===== config.mk =====
export PLATFORM = sky130hd
export DESIGN_NAME = pll_lock_monitor
export DESIGN_NICKNAME = d
export VERILOG_FILES = /design/src/rtl/pll_lock_pkg.sv /design/src/rtl/bit_synchronizer.sv /design/src/rtl/pll_lock_monitor.sv
export SDC_FILE = /design/constraint.sdc
export NUM_CORES = 1
export LEC_CHECK = 0
export ABC_AREA = 0
export CAP_MARGIN = 30
export CORE_MARGIN = 5
export CORE_UTILIZATION = 30
export DETAILED_ROUTE_END_ITERATION = 7
export SYNTH_ARGS = -nofsm -noshare
export SYNTH_HDL_FRONTEND = slang
export SYNTH_HIERARCHICAL = 1
export SYNTH_SLANG_ARGS = --single-unit
export TNS_END_PERCENT = 50

===== constraint.sdc =====
create_clock -name clk40 -period 4.3 [get_ports clk40]
set_input_delay 0.86 -clock clk40 [delete_from_list [all_inputs] [get_ports clk40]]
set_output_delay 0.86 -clock clk40 [all_outputs]
set_load 0.005 [all_outputs]

===== src/rtl/pll_lock_pkg.sv =====
// Shared lock-monitor definitions: state encoding (also used by globalController
// status registers) and the default filter threshold.
package pll_lock_pkg;

    typedef enum logic [1:0] {
        UNLOCKED = 2'd0,
        LOCKED   = 2'd1,
        CHECK    = 2'd2,
        ILLEGAL  = 2'd3
    } lockState_t;

    localparam logic [3:0] DEFAULT_THR = 4'd8;

endpackage


===== src/rtl/bit_synchronizer.sv =====
// Single-bit synchroniser chain, STAGES flops deep, async active-low reset to 0.
// STAGES == 0 degenerates to a wire for already-synchronous sources.
module bit_synchronizer #(
    parameter int STAGES = 2
) (
    input  logic clk,
    input  logic rstn,
    input  logic d,
    output logic q
);

    if (STAGES == 0) begin : gNoSync
        assign q = d;
    end else begin : gSync
        logic [STAGES-1:0] ff;

        always_ff @(posedge clk or negedge rstn) begin
            if (!rstn) begin
                ff <= '0;
            end else begin
                ff[0] <= d;
                for (int i = 1; i < STAGES; i++) ff[i] <= ff[i-1];
            end
        end

        assign q = ff[STAGES-1];
    end

endmodule


===== src/rtl/pll_lock_monitor.sv =====
// Debounced PLL lock status with lock/relock/unlock hysteresis, selectable
// instant-lock source, saturating loss-of-lock counter and unlock event pulse.
module pll_lock_monitor
    import pll_lock_pkg::*;
#(
    parameter int NSRC        = 2,
    parameter int SELW        = 1,
    parameter int THR_W       = 4,
    parameter int CNT_W       = 8,
    parameter int SYNC_STAGES = 2
) (
    input  logic             clk40,
    input  logic             rstn,
    input  logic [NSRC-1:0]  instLockIn,
    input  logic [SELW-1:0]  sel,
    input  logic [THR_W-1:0] lockThr,
    input  logic [THR_W-1:0] relockThr,
    input  logic [THR_W-1:0] unlockThr,
    input  logic             clrCount,
    output logic [1:0]       state,
    output logic             instantLock,
    output logic             locked,
    output logic [CNT_W-1:0] lossOfLockCount,
    output logic             unlockPulse
);

    lockState_t       stateReg, stateNext;
    logic [NSRC-1:0]  syncLock;
    logic [SELW-1:0]  selEff, selReg;
    logic             selBit, selChanged, lossEvent;
    logic [THR_W-1:0] goodCnt, badCnt, goodNext, badNext, goodSat, badSat;
    logic [THR_W:0]   goodInc, badInc;

    // Zero threshold behaves as one so a transition always needs at least one sample.
    function automatic logic [THR_W:0] thrEff(input logic [THR_W-1:0] thr);
        return (thr == '0) ? (THR_W+1)'(1) : {1'b0, thr};
    endfunction

    bit_synchronizer #(.STAGES(SYNC_STAGES)) uSync [NSRC-1:0] (
        .clk  (clk40),
        .rstn (rstn),
        .d    (instLockIn),
        .q    (syncLock)
    );

    assign selEff = (int'(sel) >= NSRC) ? '0 : sel;

    always_comb begin
        selBit = 1'b0;
        for (int i = 0; i < NSRC; i++)
            if (selEff == SELW'(i)) selBit = syncLock[i];
    end

    always_ff @(posedge clk40 or negedge rstn) begin
        if (!rstn) begin
            instantLock <= 1'b0;
            selReg      <= '0;
        end else begin
            instantLock <= selBit;
            selReg      <= sel;
        end
    end

    assign selChanged = (sel != selReg);
    assign goodInc    = {1'b0, goodCnt} + (THR_W+1)'(1);
    assign badInc     = {1'b0, badCnt} + (THR_W+1)'(1);
    assign goodSat    = (&goodCnt) ? goodCnt : goodCnt + THR_W'(1);
    assign badSat     = (&badCnt) ? badCnt : badCnt + THR_W'(1);

    // State register
    always_ff @(posedge clk40 or negedge rstn) begin
        if (!rstn) stateReg <= UNLOCKED;
        else       stateReg <= stateNext;
    end

    // Next-state and run-counter update
    always_comb begin
        stateNext = stateReg;
        goodNext  = goodCnt;
        badNext   = badCnt;
        lossEvent = 1'b0;
        if (selChanged) begin
            goodNext = '0;
            badNext  = '0;
        end else begin
            case (stateReg)
                UNLOCKED: begin
                    badNext = '0;
                    if (!instantLock) begin
                        goodNext = '0;
                    end else if (goodInc >= thrEff(lockThr)) begin
                        stateNext = LOCKED;
                        goodNext  = '0;
                    end else begin
                        goodNext = goodSat;
                    end
                end
                LOCKED: begin
                    goodNext = '0;
                    badNext  = '0;
                    if (!instantLock) begin
                        stateNext = CHECK;
                        badNext   = THR_W'(1);
                    end
                end
                CHECK: begin
                    if (instantLock) begin
                        if (goodInc >= thrEff(relockThr)) begin
                            stateNext = LOCKED;
                            goodNext  = '0;
                            badNext   = '0;
                        end else begin
                            goodNext = goodSat;
                        end
                    end else begin
                        // Bad cycles accumulate across good runs; only relock clears them.
                        goodNext = '0;
                        if (badInc >= thrEff(unlockThr)) begin
                            stateNext = UNLOCKED;
                            badNext   = '0;
                            lossEvent = 1'b1;
                        end else begin
                            badNext = badSat;
                        end
                    end
                end
                default: begin
                    stateNext = UNLOCKED;
                    goodNext  = '0;
                    badNext   = '0;
                end
            endcase
        end
    end

    // Outputs
    always_comb begin
        locked = (stateReg == LOCKED) || (stateReg == CHECK);
        state  = stateReg;
    end

    always_ff @(posedge clk40 or negedge rstn) begin
        if (!rstn) begin
            goodCnt         <= '0;
            badCnt          <= '0;
            unlockPulse     <= 1'b0;
            lossOfLockCount <= '0;
        end else begin
            goodCnt     <= goodNext;
            badCnt      <= badNext;
            unlockPulse <= lossEvent;
            if (clrCount)
                lossOfLockCount <= lossEvent ? CNT_W'(1) : '0;
            else if (lossEvent && !(&lossOfLockCount))
                lossOfLockCount <= lossOfLockCount + CNT_W'(1);
        end
    end

endmodule


==> flow_summary.toml <==
[run_status]
outcome = "complete, no violations"

[critical_path]
path_depth = 10
reg2reg_setup_slack_ns = 1.93
path_buf_inv = 3
critPathRequiredTime_ns = 4.47
endpoint_kind = "flop"
cp.arrival_ns = 3.13
timing.rr.start = "badCnt[0]$_DFFE_PN0P_"
slowest_stage = "clkdlybuf4s50_1"
r2r-end = "lossOfLockCount[4]$_DFFE_PN0P_"
max_stage_delay_ns = 0.46
cp_top_family = "compound AO/OA/AOI/OAI gates"
crit_path_end = "lossOfLockCount[0]$_DFFE_PN0P_"
r2r_cells = 10
critPathLaunchType = "input pin"
crit_fanout = 15
path_class = "in -> reg"
worstSetupStartpoint = "unlockThr[3]"
path_cells = "clkdlybuf4s50_1 > inv_1 > a31o_2 > ha_1 > nand2b_1 > a211o_2 > a21oi_1 > buf_4 > nor2_1 > a221o_1"

[clock_tree]
cts_buffers = 3
root_buffer = "clkbuf_8"
cts_tree = "built"
clkTransAtPathRegs_ns = 0.10
cts_max_level = 1
ctsLongestPathBuffers = 2
cts_resized = 0
clock_sinks = 25
post_cts_buffers = 0
insertion_delay_ns = 0.28
holdBufCountCts = 0

[power]
p_leak_nw = 0.925
irDropWorstVdd_v = 0.000159
p_sw_frac = 0.323
powerDensity_nw_per_um2 = 316
comb_power_share = 0.347
power_frac_clock = 0.231
seq_power_share = 0.422
finalPower_uw = 650
p_int_uw = 440
p_switching_uw = 210

[cells_and_area]
drive_gt1_frac = 0.115
final_util = 0.381
final_nets = 231
num_antenna_cells = 0
seq_area_um2 = 626
area_growth_pct = 25.6
fill_cells = 551
multi_input_area_um2 = 918
stdcell_area_um2 = 2060

[logic_synthesis]
synth_xor_area_frac = 0.0320
yosys.area.top_type = "dfrtp_1"
yosysUniqueCellTypes = 44
synth_compound_area_frac = 0.185
synth_top_family_by_area = "compound AO/OA/AOI/OAI gates"
synth_edf_count = 0
async_flop_share = 1.00
synthSimpleGateAreaFrac = 0.157
muxShareOfSynthArea = 0.0336
yosysSeqAreaShare = 0.381
syn_inst = 160
synth_top_area_frac = 0.381
netlist_area_um2 = 1640
synthAdderAreaFrac = 0.153
synthTopCellsByCount = "dfrtp_1 (25), ha_1 (20), inv_1 (16)"
syn_nets = 198
yosysWarnings = 6
syn_avg_cell_area_um2 = 10.3
synth-seq-cells = 25
synth.most_common_cell = "dfrtp_1"
ys_top_cells_by_area = "dfrtp_1 (38%), ha_1 (15%), inv_1 (3.7%)"
synthFlopType = "dfrtp_1"

[global_route]
grt_overflow = 0
gr-usage-all-layers = 0.0994
grt_pass1_vias = 1308
grt_max_degree = 26
grt_antenna_before_repair = 0
grt_pass1_wl_um = 5910

[route]
via_count = 1280
wl_per_cell_um = 12.4
drt_first_pass_iters = 3
vias_per_cell = 4.85
drt-total-wl_um = 3280
drcViolationCount = 0
dr.first_iter.drc_count = 41
ant_nets = 0

[timing]
fin_crit_ns = 2.96
worst_pin_slew_ns = 0.422
setup_viol = 0
fmax_mhz = 337
rsz0062_at_grt = "no"
finalClockSkew_ns = 0.00667
setup_tns_ns = 0
fin_crit_sh = 0.690
slew_viol_final = 0
slew-limit-headroom = 0.715
hold_viol = 0
fin_ws_ns = 1.34

[floorplan]
rows = 27
chipWidth_um = 83.9
ios = 31
initial_core_util = 0.303
core_um2 = 5410
die_h_um = 83.9
die_area_um2 = 7050

[placed_design]
gp_congestion = 0.806
portBuffers = 30
place_area_um2 = 2010
pre_cts_ws_ns = 1.02
hpwl_um = 2550

[min_path]
min_path_type = "reg -> reg"

[flow_run]
max_cap_viol_count = 0
==> routing by layer <==
| layer | wire length, um | vias to the layer above | global-route usage |
|---|---|---|---|
| met5 | 0 | - | 0 |
| met4 | 41 | 0 | 0.0263 |
| met3 | 148 | 5 | 0.0237 |
| met2 | 1450 | 21 | 0.162 |
| met1 | 1640 | 603 | 0.132 |
| li1 | - | 651 | - |
==> final cells by class <==
type,instances,area share
Sequential cell,25,0.304
Clock buffer,3,0.0200
Tap cell,72,0.0437
Inverter,16,0.0292
Multi-Input combinational cell,115,0.446
Timing Repair Buffer,32,0.153
Clock inverter,1,0.00425
==> through the flow <==
stage	instances	hold slack [ns]
4_1_cts	264	0.359
3_5_place_dp	260	0.335
5_1_grt	264	0.367
6_report	264	0.356
2_1_floorplan	160	0.331
3_3_place_gp	260	0.331
==> sequential cells by signal (all words and copies together) (netlist names) <==
signal / count
instantLock: 1
goodCnt: 4
unlockPulse: 1
selReg: 1
lossOfLockCount: 8
uSync/gSync.ff: 4
badCnt: 4
state: 2
==> worst min path at each step <==
| stage | startpoint | end | slack (ns) | depth (start not counted) |
|---|---|---|---|---|
| 2_1_floorplan | uSync[0]/gSync.ff[0]$_DFF_PN0_ | uSync[0]/gSync.ff[1]$_DFF_PN0_ | 0.33 | 0 |
| 3_3_place_gp | uSync[0]/gSync.ff[0]$_DFF_PN0_ | uSync[0]/gSync.ff[1]$_DFF_PN0_ | 0.33 | 0 |
| 3_5_place_dp | uSync[1]/gSync.ff[0]$_DFF_PN0_ | uSync[1]/gSync.ff[1]$_DFF_PN0_ | 0.33 | 0 |
| 4_1_cts | uSync[1]/gSync.ff[0]$_DFF_PN0_ | uSync[1]/gSync.ff[1]$_DFF_PN0_ | 0.36 | 0 |
| 5_1_grt | uSync[0]/gSync.ff[0]$_DFF_PN0_ | uSync[0]/gSync.ff[1]$_DFF_PN0_ | 0.37 | 0 |
| 6_report | uSync[1]/gSync.ff[0]$_DFF_PN0_ | uSync[1]/gSync.ff[1]$_DFF_PN0_ | 0.36 | 0 |
==> power groups by stage <==
stage | Sequential (mW) | Combinational (mW) | Clock (mW)
after global routing | 0.278 | 0.255 | 0.163
after floorplan | 0.275 | 0.137 | 0
after global placement | 0.279 | 0.225 | 0
after CTS | 0.275 | 0.229 | 0.155
final | 0.274 | 0.226 | 0.150
after detailed placement | 0.280 | 0.228 | 0
==> cells by family after synthesis <==
kind of cell	after synthesis
simple gates	44
compound gates	40
flops	25
buf+inv	20
fa+ha+maj	20
xor+xnor	6
mux	5
==> placed cells by master (no fill, tap or decap), types with 2 or more instances in the layout <==
cell type and n:
nand4_1 4, nand3_1 5, a22o_1 2, xnor2_1 4
o21ai_0 4, ha_1 20, xor2_1 2, buf_4 2
clkbuf_8 3, or4_2 3, o2111ai_1 2, dfrtp_1 25
nor2_1 5, mux2_2 4, and3_1 2, nand2_1 4
or4_1 2, a31o_2 5, inv_1 16, nand2b_1 6
a21oi_1 8, nor3_1 3, o31ai_1 5, nor2b_1 4
clkdlybuf4s50_1 30, a211oi_1 4
==> worst reg2reg max path, delay by kind of cell (launching register included) <==
| kind | cells | cell delay [ns] |
|---|---|---|
| AO/OA/AOI/OAI | 3 | 0.32 |
| adder cells (fa/ha/maj) | 2 | 0.43 |
| buffers and inverters | 2 | 0.25 |
| flip-flops | 1 | 0.45 |
| AND/OR/NAND/NOR | 3 | 0.85 |
(Power assumes the default switching activity.)
==> RTL change 1: new RTL, config.mk and constraints unchanged <==
`THR_W`: 4 -> 3.
--- a/src/rtl/pll_lock_monitor.sv
+++ b/src/rtl/pll_lock_monitor.sv
@@ -5,7 +5,7 @@
 #(
     parameter int NSRC        = 2,
     parameter int SELW        = 1,
-    parameter int THR_W       = 4,
+    parameter int THR_W       = 3,
     parameter int CNT_W       = 8,
     parameter int SYNC_STAGES = 2
 ) (
Interface: changed (resized lockThr, relockThr and unlockThr); port bits go from 31 to 28. No check against the original RTL was run, so the function may have changed too.
==> RTL change 1 against the original RTL <==
- design area shrank 9.4%
- first-iteration DRC count shrank 51%
- largest cell class unchanged
- non-clock buffer count shrank 4
- maximum frequency grew 4.2%
- synthesized area shrank 11%
- power shrank 7.0%
- setup slack gained 0.12 ns
- register-to-register slack lost 0.17 ns
- sequential cell count shrank 2
- core utilization grew 1.4 points
- worst hold slack gained 0.0016 ns
- wire length shrank 15%
==> RTL change 1: results (changes against the original RTL) <==
* Outcome: completed
* Final hold slack at 0.3571 ns (+0.001552 ns)
* Total GRT Usage at 9.768% (-0.17 points)
* Largest registers: lossOfLockCount: 8 flops, uSync/gSync.ff: 4 flops
* TritonCTS Buffers at 3 (unchanged)
* Cells after Synth at 142 (-11%)
* Clock buffer depth at 2 (unchanged)
* Post-synth top cells: dfrtp_1 (23), ha_1 (20), inv_1 (16)
* Worst-path clk slew at 0.08 ns (-0.02 ns)
* Worst VDD drop at 0.0001586 V (-0.43%)
* Layout net count at 208 (-10%)
* Syn. warnings at 6 (unchanged)
* Post-placement cell count at 235 (-9.6%)
* Compound-Gate Fraction of Synth Area at 9.666% (-8.8 points)
* Post-Synth XOR/XNOR Area at 3.507% (+0.30 points)
* First-pass GRT wire length at 5037 um (-15%)
* Syn Nets at 177 (-11%)
* Leakage at 0.0008394 uW (-9.2%)
* Iter 0 DRT Violations at 20 (-51%)
* Sequential-to-total area share from yosys stat at 39.35% (+1.2 points)
* Setup WS pre-CTS at 1.160 ns (+0.1382 ns)
* PortBufs at 27 (-10%)
* Layout Skew at 0.002254 ns (-0.004411 ns)
* Reg2Reg Depth at 8 (-2)
* Vias at 1,109 (-13%)
* Post-synthesis mux area share at 7.100% (+3.7 points)
* Largest net degree at the start of global routing at 16 (-38%)
* N_diodes at 0 (unchanged)
* Setup crit end kind: flop
* Internal at 411.5 uW (-6.5%)
* Clock root buffer: clkbuf_8
* Total setup buffers inserted after CTS at 0 (unchanged)
* Synth Area in Adders at 17.11% (+1.9 points)
* Slowest Stage Delay on Critical Path at 0.49 ns (+0.03 ns)
* WP data arrival at 3.03 ns (-0.10 ns)
* Post-DR vias/cell at 4.640 (-4.3%)
* Worst Hold Path Cells at 0 (unchanged)
* Initial antenna violation count at 0 (unchanged)
* Routability cong. at 0.8048 (-0.12%)
* Crit Path Max Fanout at 9 (-6)
* Most used DFF post-synth: dfrtp_1
* Seq pwr share at 42.6% (+0.4 points)
* Slowest stage cell, crit path: or4_1
* DR WL/cell at 11.62 um (-6.5%)
* First drt pass iteration count at 3 (unchanged)
* Clk Latency, worst-skew pair at 0.26 ns (-0.02 ns)
* Delay-heaviest family, CP: simple AND/OR/NAND/NOR gates
* Number of H-tree levels at 1 (unchanged)
* Worst-Margin Slew at 0.4514 ns (+0.02901 ns)
* Synth cell types at 32 (-27%)
* Combinational group share of total power at 34.9% (+0.2 points)
* Final WS setup at 1.454 ns (+0.1186 ns)
* Flop2flop setup slack at 1.76 ns (-0.17 ns)
* Async SR Flop Fraction at 100.0% (unchanged)
* Dominant cells by area after synthesis: dfrtp_1 (39%), ha_1 (17%), mux2i_1 (4.8%)
* # resized after CTS at 0 (unchanged)
* DPL Wire Length at 2197 um (-14%)
* Layout cell share with drive strength beyond 1 at 8.140% (-3.3 points)
* Placed Area at 1817 um^2 (-9.6%)
RTL change 1: changes by cell type in the layout (fill, tap and decap cells not counted), sizes merged, moves of 4 or more:
cell,change
a211oi,-4
a31o,-5
nor2b,-4
nand2b,-6
mux2i,+6
nor2,+8
RTL change 1: cell families after synthesis:
logic type,after synthesis
AO/OA/AOI/OAI,19
XOR/XNOR,5
adder cells (fa/ha/maj),20
buffers and inverters,18
flip-flops,23
multiplexers,10
AND/OR/NAND/NOR,47
RTL change 1: area by class of cell:
class,instances,area (um^2)
clock inverter,1,7.507
sequential,23,575.6
multi-input combinational,101,812.0
inverter,16,60.06
tap,67,83.83
fill,464,2858
clock buffer,3,41.29
timing repair buffer,28,285.3
RTL change 1: path summary, 6_finish.rpt:
| check | from | end |
|---|---|---|
| worst max-delay path | unlockThr[1] | lossOfLockCount[5] |
| worst min-delay path | uSync[1]/gSync.ff[0] | uSync[1]/gSync.ff[1] |
| worst max register to register | badCnt[0] | lossOfLockCount[5] |
| worst min register to register | uSync[1]/gSync.ff[0] | uSync[1]/gSync.ff[1] |
| max in group asynchronous | rstn | goodCnt[2] |
| min in group asynchronous | rstn | state[0] |
RTL change 1: routing by layer:
layer / part of all wire, % / vias to the layer above / global-route usage (%)
met5: 0 / - / 0
met3: 4.4 / 4 / 1.806
met2: 40 / 22 / 14.69
met1: 54 / 518 / 13.73
met4: 1.3 / 0 / 3.885
li1: - / 565 / -
RTL change 1: per-stage QoR:
| step | total power, uW | utilization [%] |
|---|---|---|
| finish | 604.7 | 39.50 |
| global route | 655.5 | 39.50 |
| CTS | 614.5 | 39.50 |
| detailed placement | 475.4 | 38.46 |
| global placement | 473.1 | 38.15 |
| floorplan | 387.4 | - |
==> RTL change 2: new RTL, same settings <==
Made on the original files. Reset style: synchronous (`rstn`), changed in 4 clocked blocks. Comments in the files are not updated.
--- a/src/rtl/bit_synchronizer.sv
+++ b/src/rtl/bit_synchronizer.sv
@@ -14,7 +14,7 @@
     end else begin : gSync
         logic [STAGES-1:0] ff;
 
-        always_ff @(posedge clk or negedge rstn) begin
+        always_ff @(posedge clk) begin
             if (!rstn) begin
                 ff <= '0;
             end else begin
--- a/src/rtl/pll_lock_monitor.sv
+++ b/src/rtl/pll_lock_monitor.sv
@@ -51,7 +51,7 @@
             if (selEff == SELW'(i)) selBit = syncLock[i];
     end
 
-    always_ff @(posedge clk40 or negedge rstn) begin
+    always_ff @(posedge clk40) begin
         if (!rstn) begin
             instantLock <= 1'b0;
             selReg      <= '0;
@@ -68,7 +68,7 @@
     assign badSat     = (&badCnt) ? badCnt : badCnt + THR_W'(1);
 
     // State register
-    always_ff @(posedge clk40 or negedge rstn) begin
+    always_ff @(posedge clk40) begin
         if (!rstn) stateReg <= UNLOCKED;
         else       stateReg <= stateNext;
     end
@@ -139,7 +139,7 @@
         state  = stateReg;
     end
 
-    always_ff @(posedge clk40 or negedge rstn) begin
+    always_ff @(posedge clk40) begin
         if (!rstn) begin
             goodCnt         <= '0;
             badCnt          <= '0;
Check against the original RTL: differs if rstn is asserted again (counterexample within 4 cycles, from zero or initial values and one cycle with rstn low); with rstn held inactive, the same outputs for 10 cycles.
==> RTL change 2 against the original RTL <==
- first-iteration DRC count grew 76%
- setup slack better by 0.0063 ns
- design area down 4.4%
- sequential cell count is the same
- register-to-register slack better by 0.03 ns
- synthesized area decreased by 5.5%
- final cell count increased by 4.5%
- wire length fell by 4.5%
- critical endpoint is now lossOfLockCount[0]
Power is not compared: it rests on default switching activity, and its combinational part moved more than twofold at a synthesized area within 25%.
==> RTL change 2: results (changes against the original RTL) <==
* Outcome: completed
* Dominant cells by area after synthesis: dfxtp_1 (32%), ha_1 (16%), mux2i_1 (3.9%)
* R2r endpoint: state[0]
* Comb_multi_in at 132 (+15%)
* Worst-path clk slew at 0.08 ns (-0.02 ns)
* Async SR Flop Fraction at 0% (-100 points)
* Synth Area per Inst at 8.909 um^2 (-13%)
* First-pass GRT wire length at 5147 um (-13%)
* Fraction of area in multi-input gates at 49.71% (+5.1 points)
* Min-delay src: uSync[0]/gSync.ff[0]
* Compound-Gate Fraction of Synth Area at 18.32% (-0.14 points)
* Setup WS pre-CTS at 1.100 ns (+0.07762 ns)
* Post-DR vias/cell at 4.768 (-1.7%)
* Post-synthesis mux area share at 3.874% (+0.52 points)
* Reg2Reg Depth at 7 (-3)
* Final hold slack at 0.4355 ns (+0.07998 ns)
* Vias in the first global route at 1,170 (-11%)
* Fillcell total at 541 (-1.8%)
* Row cnt at 26 (-3.7%)
* Layout Skew at 0.004440 ns (-0.002226 ns)
* FF-to-FF Start: goodCnt[0]
* Clk tree area frac at 2.289% (-0.14 points)
* Post-placement cell count at 272 (+4.6%)
* Worst Hold Path Cells at 1 (+1)
* Worst Hold End: uSync[0]/gSync.ff[1]
* Total GRT Usage at 9.579% (-0.36 points)
* Layout net count at 245 (+6.1%)
* Routability cong. at 0.7643 (-5.2%)
* DPL Wire Length at 2467 um (-3.3%)
* Cell taking the most area after synthesis: dfxtp_1
* Sequential-to-total area share from yosys stat at 32.28% (-5.9 points)
* Flop2flop setup slack at 1.96 ns (+0.03 ns)
* Repair and plain buffers at 30 (-6.3%)
* Slowest stage cell, crit path: clkdlybuf4s50_1
* Crit Path Max Fanout at 13 (-2)
* Non-clk buf share at 15.26% (-0.052 points)
* WP data arrival at 3.12 ns (about the same)
* Syn Nets at 212 (+7.1%)
* Synth cell types at 41 (-6.8%)
* Reg area at 500.5 um^2 (-20%)
* Synth Area in Adders at 16.14% (+0.89 points)
* Iter 0 DRT Violations at 72 (+76%)
* First drt pass iteration count at 4 (+1)
* Clock buffer count at 4 (+1)
* Worst-Margin Slew at 0.4468 ns (+0.02445 ns)
* Placed Area at 1923 um^2 (-4.3%)
* Inverter count at 15 (-1)
* Largest net degree at the start of global routing at 17 (-35%)
[RTL change 2: cell count changes after synthesis, moves of 5 or more]
cell,delta
dfxtp_1,+25
nor2_1,+5
mux2i_1,+5
dfrtp_1,-25
nand2_1,+11
and2_1,+5
[RTL change 2: power by group through the flow]
stage	Combinational, uW	Clock, uW	Sequential, uW
after global routing	46.3	152	236
after floorplan	20.9	0	241
after detailed placement	41.6	0	241
after global placement	41.5	0	241
after CTS	42.1	145	236
final	41.4	136	235
[RTL change 2: routing by layer]
layer | vias up | wire length, um | global-route usage, %
met5 | - | 0 | 0
met4 | 0 | 34 | 2.990
met3 | 2 | 158 | 2.412
met2 | 31 | 1334 | 14.94
met1 | 586 | 1605 | 12.87
li1 | 697 | - | -
[RTL change 2: worst max-delay path by stage]
stage,start,to,slack [ns],depth (start not counted)
5_1_grt,unlockThr[2],lossOfLockCount[0],1.20,9
3_5_place_dp,unlockThr[2],lossOfLockCount[0],1.10,9
2_1_floorplan,unlockThr[2],lossOfLockCount[0],1.68,9
4_1_cts,unlockThr[2],lossOfLockCount[1],1.37,9
6_report,unlockThr[2],lossOfLockCount[0],1.34,9
3_3_place_gp,unlockThr[2],lossOfLockCount[0],1.05,9
[RTL change 2: critical path: cells and delay by family]
family / cells / cell delay (ns)
AND/OR/NAND/NOR: 2 / 0.25
buffers and inverters: 2 / 0.50
AO/OA/AOI/OAI: 4 / 1.25
adder cells (fa/ha/maj): 1 / 0.26
[RTL change 2: stage by stage]
step                util [%]  total power, uW
finish                 38.78            413.1
global placement       37.89            282.4
CTS                    38.78            422.2
floorplan                  -            261.5
detailed placement     37.89            282.5
global route           38.78            434.2
